[src/rtl/oam_dma.sv]
// Sprite DMA engine: a CPU write to TRIGGER_ADDR halts the CPU and copies one 256-byte page to OAM_PORT.
// Optional macro OAM_DMA_ODD_ALIGN_EN adds the ALIGN state so every READ lands on an even-parity cycle.
module oam_dma #(
  parameter logic [15:0] OAM_PORT     = 16'h2004,
  parameter logic [15:0] TRIGGER_ADDR = 16'h4014
) (
  input  logic        clk_ph1,
  input  logic        rst,
  input  logic [15:0] cpu_addr,
  input  logic [7:0]  cpu_dout,
  input  logic        cpu_we,
  input  logic [7:0]  bus_din,
  output logic [15:0] dma_addr,
  output logic [7:0]  dma_dout,
  output logic        dma_we,
  output logic        dma_active,
  output logic        cpu_halt
);

  typedef enum logic [2:0] {IDLE, HALT, ALIGN, READ, WRITE} state_t;

  state_t      state;
  logic [7:0]  page;
  logic [7:0]  idx;
  logic [7:0]  latch;
  logic        par;

  // Outputs are registered alongside the state, so each transition also loads the decode of the new state.
  always_ff @(posedge clk_ph1) begin
    par <= ~par;
    if (!rst) begin
      state      <= IDLE;
      page       <= 8'h00;
      idx        <= 8'h00;
      latch      <= 8'h00;
      par        <= 1'b0;
      dma_addr   <= 16'h0000;
      dma_we     <= 1'b0;
      dma_active <= 1'b0;
    end else begin
      case (state)
        IDLE: begin
          if (cpu_we && cpu_addr == TRIGGER_ADDR) begin
            page       <= cpu_dout;
            idx        <= 8'h00;
            state      <= HALT;
            dma_active <= 1'b1;
          end
        end
        HALT: begin
`ifdef OAM_DMA_ODD_ALIGN_EN
          if (par) begin
            state    <= READ;
            dma_addr <= {page, idx};
          end else begin
            state    <= ALIGN;
          end
`else
          state    <= READ;
          dma_addr <= {page, idx};
`endif
        end
`ifdef OAM_DMA_ODD_ALIGN_EN
        ALIGN: begin
          state    <= READ;
          dma_addr <= {page, idx};
        end
`endif
        READ: begin
          latch    <= bus_din;
          state    <= WRITE;
          dma_addr <= OAM_PORT;
          dma_we   <= 1'b1;
        end
        WRITE: begin
          idx    <= idx + 8'd1;
          dma_we <= 1'b0;
          if (idx == 8'hFF) begin
            state      <= IDLE;
            dma_addr   <= 16'h0000;
            dma_active <= 1'b0;
          end else begin
            state    <= READ;
            dma_addr <= {page, idx + 8'd1};
          end
        end
        default: begin
          state      <= IDLE;
          dma_addr   <= 16'h0000;
          dma_we     <= 1'b0;
          dma_active <= 1'b0;
        end
      endcase
    end
  end

  assign dma_dout = latch;
  assign cpu_halt = dma_active;

endmodule
[config.mk]
export PLATFORM = sky130hd
export DESIGN_NAME = oam_dma
export DESIGN_NICKNAME = d
export VERILOG_FILES = /design/src/rtl/oam_dma.sv
export SDC_FILE = /design/constraint.sdc
export NUM_CORES = 1
export LEC_CHECK = 0
export BUFFER_PORTS_ARGS = -buffer_cell sky130_fd_sc_hd__buf_2
export CAP_MARGIN = 0
export CORE_MARGIN = 5
export CORE_UTILIZATION = 40
export DETAILED_ROUTE_END_ITERATION = 8
export GPL_TIMING_DRIVEN = 0
export PLACE_DENSITY = 0.75
export REMOVE_ABC_BUFFERS = 1
export SLEW_MARGIN = 30
export SYNTH_ARGS = -nofsm -noshare
export SYNTH_HDL_FRONTEND = slang
export SYNTH_SLANG_ARGS = --single-unit
[constraint.sdc]
create_clock -name clk_ph1 -period 2.05 [get_ports clk_ph1]
set_input_delay 0.5125 -clock clk_ph1 [delete_from_list [all_inputs] [get_ports clk_ph1]]
set_output_delay 0.5125 -clock clk_ph1 [all_outputs]
set_load 0.05 [all_outputs]
==> results of run 1 <==
state kept, by name, indices dropped and copies added, names as in the netlist:
signal    count
idx           8
state         3
dma_addr     16
cpu_halt      1
page          8
dma_dout      8
dma_we        1
metrics by stage:
step / TNS (ps) / instances
after floorplan: 0 / 218
after global placement: -9780 / 346
after detailed placement: -1360 / 346
after CTS: 0 / 354
after global routing: 0 / 354
final: 0 / 354
area by class of cell:
cell class,count,area [µm²]
inverter,2,7.51
timing repair buffer,61,305
multi-input combinational,171,1020
fill,476,2350
clock buffer,6,72.6
tap,67,83.8
clock inverter,2,38.8
sequential,45,903
per-layer routing:
| layer | up-vias | track usage, % |
|---|---|---|
| met1 | 885 | 20.9 |
| li1 | 947 | - |
| met4 | 0 | 5.91 |
| met2 | 75 | 25.2 |
| met3 | 5 | 3.92 |
| met5 | - | 0 |
placed cells by master, fill, tap and decap left out, drive strengths merged, types with 2 or more instances in the layout:
cell,n
a21oi,31
nand3,4
buf,61
or2,2
nor3,3
a22o,7
a31oi,3
o21ai,20
nor2,10
and2,2
clkbuf,6
nand2b,5
xnor2,2
clkinv,2
o21bai,2
dfxtp,45
nor3b,3
o21a,3
nand2,32
nor2b,3
mux2,4
or3b,2
nand4,11
nor4b,3
cell families (layout without fill, tap and decap cells):
group,count (synthesis),in the layout,share of synthesized area [%]
AND/OR/NAND/NOR,85,85,22.3
AO/OA/AOI/OAI,77,77,23.3
flip-flops,45,45,45.2
buffers and inverters,19,71,4.52
multiplexers,5,5,2.76
XOR/XNOR,3,3,1.32
adder cells (fa/ha/maj),1,1,0.628
power by group through the flow:
stage | clock network [mW] | registers (mW) | logic (mW)
floorplan | 0 | 0.894 | 0.0152
global placement | 0 | 0.894 | 0.0555
detailed placement | 0 | 0.894 | 0.0557
CTS | 0.686 | 0.873 | 0.0563
global route | 0.728 | 0.873 | 0.0621
finish | 0.672 | 0.873 | 0.0554
worst min path at each step:
stage | startpoint | to | slack, ps | cells past startpoint
2_1_floorplan | page[2] | dma_addr[10] | 440 | 1
5_1_grt | bus_din[5] | dma_dout[5] | 440 | 3
4_1_cts | bus_din[1] | dma_dout[1] | 440 | 3
3_3_place_gp | dma_dout[6] | dma_dout[6] | 440 | 2
6_report | bus_din[1] | dma_dout[1] | 450 | 3
3_5_place_dp | dma_dout[6] | dma_dout[6] | 440 | 2
repair_timing:
action	in CTS	in global routing
pin swaps	0	0
resized for setup	1	3
setup endpoints to repair	10	17
worst min-delay path: cells and delay by family:
kind            cells  cell delay (ps)
compound gates      1               50
simple gates        1               40
buf+inv             1               90
==> results.sh, run 1 <==
export IMPL_outcome="finished clean"
export IMPL_dr_wl_met2_um=2170
export IMPL_worstPathCellList="nor3_4 > nand2_1 > o21ai_0 > a21oi_2"
export IMPL_avgRoutedWirePerCell_um=13.9
export IMPL_tightest_slew_ps=816
export IMPL_max_stage_delay_ps=520
export IMPL_drt_iter0_markers=138
export IMPL_setup_worst_path_start_class="register"
export IMPL_cts_tree="built"
export IMPL_r2r_end="idx[5]"
export IMPL_synth_edff_count=0
export IMPL_diodes=0
export IMPL_synthToLayoutAreaGrowth_pct=22.2
export IMPL_hold_buffers=0
export IMPL_sw_frac_of_total_pct=20.9
export IMPL_yosysUniqueCellTypes=47
export IMPL_startpoint="state[0]"
export IMPL_die_h_um=80.6
export IMPL_min_period_ps=1820
export IMPL_hpwl_um=3410
export IMPL_top_layer="met4"
export IMPL_place_ws_ps=-164
export IMPL_cp_arrival_ps=1990
export IMPL_fin_util_pct=50.9
export IMPL_setup_ws_ps=230
export IMPL_rsz0062_at_grt="false"
export IMPL_crit_fanout=17
export IMPL_route_detailed_drc=0
export IMPL_dieWidth_um=80.6
export IMPL_async_flop_share_pct=0
export IMPL_placed_cell_area_mm2=0.00231
export IMPL_yosys_register_bits=45
export IMPL_critical_path_depth=4
export IMPL_wirelength_um=4910
export IMPL_nets=322
export IMPL_syn_area_per_cell_um2=8.48
export IMPL_clock_skew_ps=8.34
export IMPL_pwr_share_seq_pct=54.5
export IMPL_max_cap_violations=0
export IMPL_crit_required_ps=2220
export IMPL_die_area_mm2=0.00649
export IMPL_wl_met3_um=460
export IMPL_cts_buffers=5
export IMPL_ctsHtreeMaxLevel=2
export IMPL_cp_slowest_cell="nor3_4"
export IMPL_p_per_area_mw_per_mm2=657
export IMPL_worst_r2r_cell_count=4
export IMPL_r2r_start="state[0]"
export IMPL_cts_clk_slew_worst_paths_ps=90
export IMPL_cts_path_max_buffers=2
export IMPL_routed_via_density=5.40
export IMPL_antenna_found_initial=0
export IMPL_grt_pass1_vias=1842
export IMPL_critPathTopFamily="simple AND/OR/NAND/NOR gates"
export IMPL_power_frac_comb_pct=3.5
export IMPL_clock_sinks=45
export IMPL_netlist_area_leader_share_pct=45.2
export IMPL_yosysMostFrequentCell="dfxtp_1"
export IMPL_dr_pass1_iters=4
export IMPL_vias=1912
export IMPL_internal_power_mw=1.27
export IMPL_p_clk_share_pct=42.0
export IMPL_path_buf_inv=0
export IMPL_hold_viol=0
export IMPL_switchingPower_mw=0.335
export IMPL_p_leak_nw=0.946
export IMPL_globalRouteTotalUtil_pct=15.9
export IMPL_post_cts_buffers=0
export IMPL_coreArea_mm2=0.00479
export IMPL_p_total_mw=1.60
export IMPL_grt_max_degree=28
export IMPL_crit_end="idx[5]"
export IMPL_pin_count=62
export IMPL_drv_slew=0
export IMPL_ant_nets=0
export IMPL_post_route_period_util_pct=88.8
export IMPL_end_kind="register"
export IMPL_holdWs_ps=445
export IMPL_synth_largest_area_cell="dfxtp_1"
export IMPL_synthTopCellsByArea="dfxtp_1 (45%), a21oi_1 (7.5%), nand2_1 (6.0%)"
export IMPL_gr_total_overflow=0
export IMPL_root_buffer="clkbuf_8"
export IMPL_synthCells=235
export IMPL_rows=25
export IMPL_synth_common_cells="dfxtp_1 (45), nand2_1 (32), a21oi_1 (30)"
export IMPL_syn_area_mm2=0.00199
export IMPL_drive_gt1_share_pct=28.6
export IMPL_start_util_pct=41.6
export IMPL_wl_met1_um=2210
export IMPL_worstSetupPathType="register to register"
export IMPL_relSlewSlack_pct=45.3
export IMPL_yosysSeqAreaShare_pct=45.2
export IMPL_port_buffers=61
export IMPL_place_gp_congestion=0.838
export IMPL_ys_warn_count=0
export IMPL_grt_pass1_wl_um=8260
export IMPL_fmax_mhz=550
export IMPL_hold_path_class="input port to register"
export IMPL_synth_flop_cell="dfxtp_1"
export IMPL_clock_latency_ps=300
export IMPL_r2r_slack_ps=230
export IMPL_vdd_ir_drop_max_mv=0.292
export IMPL_setup_viol=0
export IMPL_design_area_mm2=0.00244
(Power assumes the default switching activity.)
==> inputs of run 2 (changes only) <==
Settings changed: GPL_TIMING_DRIVEN 0 to 1, HOLD_SLACK_MARGIN from default to 0.15, REMOVE_ABC_BUFFERS 1 to default.
==> results.sh, run 2 (synthesis results as in run 1) <==
export IMPL_outcome="finished clean"
export IMPL_max_stage_delay_ps=580
export IMPL_clock_latency_ps=310
export IMPL_min_period_ps=1790
export IMPL_vdd_ir_drop_max_mv=0.426
export IMPL_cts_resized=0
export IMPL_ant_nets=0
export IMPL_start_util_pct=41.6
export IMPL_worstPathCellList="ha_1 > nand4_1 > o21bai_1 > a21oi_1 > a22o_1"
export IMPL_post_route_period_util_pct=87.1
export IMPL_route_detailed_drc=0
export IMPL_p_total_mw=1.62
export IMPL_end_kind="register"
export IMPL_hpwl_um=3790
export IMPL_clock_skew_ps=8.59
export IMPL_grt_pass1_wl_um=8250
export IMPL_crit_fanout=8
export IMPL_hold_buffers=0
export IMPL_relSlewSlack_pct=53.5
export IMPL_p_leak_nw=0.998
export IMPL_grt_pass1_vias=1774
export IMPL_wirelength_um=5130
export IMPL_tightest_slew_ps=698
export IMPL_cts_buffers=5
export IMPL_port_buffers=61
export IMPL_setup_worst_path_start_class="register"
export IMPL_p_per_area_mw_per_mm2=646
export IMPL_tns_ps=0
export IMPL_nets=334
export IMPL_holdWs_ps=440
export IMPL_hold_path_class="input port to register"
export IMPL_antenna_found_initial=0
export IMPL_fillers=478
export IMPL_dieWidth_um=80.6
export IMPL_r2r_start="idx[0]"
export IMPL_cts_path_max_buffers=2
export IMPL_diodes=0
export IMPL_drt_iter0_markers=149
export IMPL_rows=25
export IMPL_pin_count=62
export IMPL_post_cts_buffers=0
export IMPL_synthToLayoutAreaGrowth_pct=25.7
export IMPL_drv_slew=0
export IMPL_max_cap_violations=0
export IMPL_largest_register_ffs=16
export IMPL_syn_nets=271
export IMPL_hp_start="bus_din[1]"
export IMPL_coreArea_mm2=0.00479
export IMPL_routed_via_density=5.42
export IMPL_dr_pass1_iters=4
export IMPL_clock_sinks=45
export IMPL_top_register="dma_addr"
export IMPL_die_area_mm2=0.00649
export IMPL_place_gp_congestion=0.801
export IMPL_grt_max_degree=16
export IMPL_globalRouteTotalUtil_pct=16.2
export IMPL_startpoint="idx[0]"
export IMPL_die_h_um=80.6
export IMPL_worstSetupPathType="register to register"
export IMPL_drive_gt1_share_pct=30.4
export IMPL_setup_viol=0
export IMPL_cp_arrival_ps=2040
export IMPL_final_common_cell="buf_2"
export IMPL_cp_slowest_cell="a21oi_1"
export IMPL_cts_clk_slew_worst_paths_ps=90
export IMPL_rsz0062_at_grt="false"
export IMPL_hold_viol=0
export IMPL_avgRoutedWirePerCell_um=14.0
export IMPL_gr_total_overflow=0
export IMPL_crit_required_ps=2310
export IMPL_root_buffer="clkbuf_8"
export IMPL_ctsHtreeMaxLevel=2
export IMPL_vias=1984
export IMPL_layout_common_cells="buf_2 (61), dfxtp_1 (45), nand2_1 (32), a21oi_1 (30), o21ai_0 (20)"
export IMPL_fmax_mhz=560
export IMPL_cts_tree="built"
run 2: cell count changes in the layout (fill, tap and decap cells not counted), sizes merged:
| cell | before | now |
|---|---|---|
| buf | 61 | 73 |
| clkbuf | 6 | 5 |
| clkinvlp | 0 | 1 |
run 2: power by group:
group	internal, mW	switching (mW)
Clock	0.365	0.321
Sequential	0.873	0.00000145
Combinational	0.0296	0.0297
Total	1.27	0.351
run 2: worst paths after layout:
path | end | slack, ps | depth (start not counted)
hold reg to reg | dma_dout[4] | 460 | 2
setup reg to reg | dma_addr[9] | 260 | 5
hold / removal | dma_dout[1] | 440 | 3
setup / recovery | dma_addr[9] | 260 | 5
run 2: layer usage:
metal,global-route usage [%],vias up,share of wire [%]
met5,0,-,0
met4,6.08,0,1.6
met3,4.60,10,9.1
met2,26.1,82,45
met1,20.5,921,44
li1,-,971,-
run 2: layout make-up:
cell class	instances	area (µm²)	area share, %
Clock inverter	3	46.3	1.85
Multi-Input combinational cell	171	1000	40.0
Clock buffer	5	68.8	2.75
Sequential cell	45	901	36.0
Tap cell	67	83.8	3.35
Inverter	2	7.51	0.300
Timing Repair Buffer	73	395	15.8
run 2: stage by stage:
| stage | util [%] | std cells | setup WS (ps) | instance area [µm²] |
|---|---|---|---|---|
| finish | 52.3 | 366 | 264 | 2500 |
| global route | 52.3 | 366 | 94.8 | 2500 |
| CTS | 52.3 | 366 | 238 | 2500 |
| detailed placement | 49.9 | 358 | 257 | 2390 |
| global placement | 49.9 | 358 | 275 | 2390 |
| floorplan | - | 235 | 425 | 1990 |
run 2: critical path, delay by kind of cell (launching register included):
family,cells,cell delay (ps)
compound gates,3,940
fa+ha+maj,1,260
flops,1,350
simple gates,1,180
==> inputs of run 3 (changes only) <==
Settings changed: CAP_MARGIN 0 to 20, TNS_END_PERCENT from default to 50.
Clock period 2.05 ns to 2.15 ns, I/O delays scaled along.
==> results.sh, run 3 (synthesis results as in run 1) <==
export IMPL_p_total_mw=1.64
export IMPL_rsz0062_at_grt="false"
export IMPL_relSlewSlack_pct=57.7
export IMPL_setup_worst_path_start_class="register"
export IMPL_nets=332
export IMPL_hold_viol=0
export IMPL_p_per_area_mw_per_mm2=655
export IMPL_route_detailed_drc=0
export IMPL_fmax_mhz=570
export IMPL_antenna_found_initial=0
export IMPL_cts_tree="built"
export IMPL_hpwl_um=3710
export IMPL_setup_viol=0
export IMPL_p_leak_nw=1.00
export IMPL_cts_clk_slew_worst_paths_ps=80
export IMPL_tightest_slew_ps=633
export IMPL_drv_slew=0
export IMPL_root_buffer="clkbuf_8"
export IMPL_max_stage_delay_ps=520
export IMPL_hold_buffers=0
export IMPL_cts_resized=0
export IMPL_worstSetupPathType="register to register"
export IMPL_wirelength_um=5160
export IMPL_dieWidth_um=80.6
export IMPL_avgRoutedWirePerCell_um=14.2
export IMPL_die_area_mm2=0.00649
export IMPL_globalRouteTotalUtil_pct=16.4
export IMPL_die_h_um=80.6
export IMPL_min_period_ps=1750
export IMPL_dr_pass1_iters=4
export IMPL_ant_nets=0
export IMPL_grt_pass1_wl_um=8290
export IMPL_crit_fanout=17
export IMPL_grt_max_degree=18
export IMPL_top_register="dma_addr"
export IMPL_max_cap_violations=0
export IMPL_cts_path_max_buffers=2
export IMPL_hold_path_class="register to register"
export IMPL_worstPathCellList="or3b_1 > buf_4 > nor4_1 > o21ai_0 > a21oi_1"
export IMPL_rows=25
export IMPL_outcome="finished clean"
export IMPL_cts_buffers=5
export IMPL_diodes=0
export IMPL_place_gp_congestion=0.819
export IMPL_port_buffers=61
export IMPL_coreArea_mm2=0.00479
export IMPL_post_route_period_util_pct=81.6
export IMPL_layout_common_cells="buf_2 (61), dfxtp_1 (45), nand2_1 (32), a21oi_1 (30), o21ai_0 (20)"
export IMPL_cp_arrival_ps=1990
export IMPL_tns_ps=0
export IMPL_gr_total_overflow=0
export IMPL_clock_latency_ps=300
export IMPL_largest_register_ffs=16
export IMPL_vias=1947
export IMPL_drt_iter0_markers=141
export IMPL_cp_slowest_cell="dfxtp_1"
export IMPL_clock_sinks=45
export IMPL_grt_pass1_vias=1819
export IMPL_post_cts_buffers=0
export IMPL_clock_skew_ps=7.13
export IMPL_syn_nets=271
export IMPL_synthToLayoutAreaGrowth_pct=25.9
export IMPL_fillers=457
export IMPL_drive_gt1_share_pct=30.0
export IMPL_pin_count=62
export IMPL_final_common_cell="buf_2"
export IMPL_ctsHtreeMaxLevel=2
export IMPL_vdd_ir_drop_max_mv=0.308
export IMPL_crit_required_ps=2390
export IMPL_routed_via_density=5.35
export IMPL_end_kind="register"
export IMPL_start_util_pct=41.6
==> run 3: changes by cell type in the layout (fill, tap and decap cells not counted) <==
cell	before	now
buf_4	12	10
clkinv_4	1	0
clkinvlp_4	1	0
clkinv_2	0	1
bufinv_16	1	2
==> run 3: metrics by stage <==
stage	setup WS (ps)	instances	util (%)	hold WS [ps]	instance area, µm²
after floorplan	500	235	-	443	1990
after global placement	169	356	49.6	440	2370
after detailed placement	81.0	356	49.6	446	2370
after CTS	389	364	52.4	456	2510
after global routing	250	364	52.4	456	2510
final	397	364	52.4	456	2510
==> run 3: cell type report <==
| class | instances | area, µm² | share of cell area [%] |
|---|---|---|---|
| clock buffer | 5 | 68.8 | 2.74 |
| clock inverter | 3 | 65.1 | 2.59 |
| inverter | 2 | 7.51 | 0.299 |
| multi-input combinational | 171 | 1000 | 40.0 |
| sequential | 45 | 901 | 35.9 |
| tap | 67 | 83.8 | 3.34 |
| timing repair buffer | 71 | 380 | 15.2 |
==> run 3: path summary, 6_finish.rpt <==
check / slack, ps / depth (start not counted) / startpoint / endpoint
worst max-delay path: 400 / 5 / state[0] / idx[7]
worst min-delay path: 460 / 2 / dma_dout[0] / dma_dout[0]
worst max register to register: 400 / 5 / state[0] / idx[7]
worst min register to register: 460 / 2 / dma_dout[0] / dma_dout[0]
==> run 3: routing by layer <==
| layer | vias to the layer above | part of all wire [%] | GRT usage [%] |
|---|---|---|---|
| met2 | 78 | 45 | 26.4 |
| met1 | 891 | 45 | 20.4 |
| met5 | - | 0 | 0 |
| li1 | 970 | - | - |
| met4 | 0 | 1.6 | 6.08 |
| met3 | 8 | 8.0 | 5.38 |
==> run 3: where the power goes <==
group	internal, mW	switching [mW]	total, mW	leakage (nW)
logic	0.0282	0.0278	0.0561	0.571
clock network	0.462	0.294	0.756	0.0681
registers	0.832	0.00000257	0.832	0.362
total	1.32	0.322	1.64	1.00
==> run 3: critical path, delay by kind of cell, from the launching register on <==
kind / cells / cell delay, ps
DFF: 1 / 520
buffers and inverters: 1 / 180
AOI/OAI and AO/OA: 2 / 240
and+or+nand+nor: 2 / 750
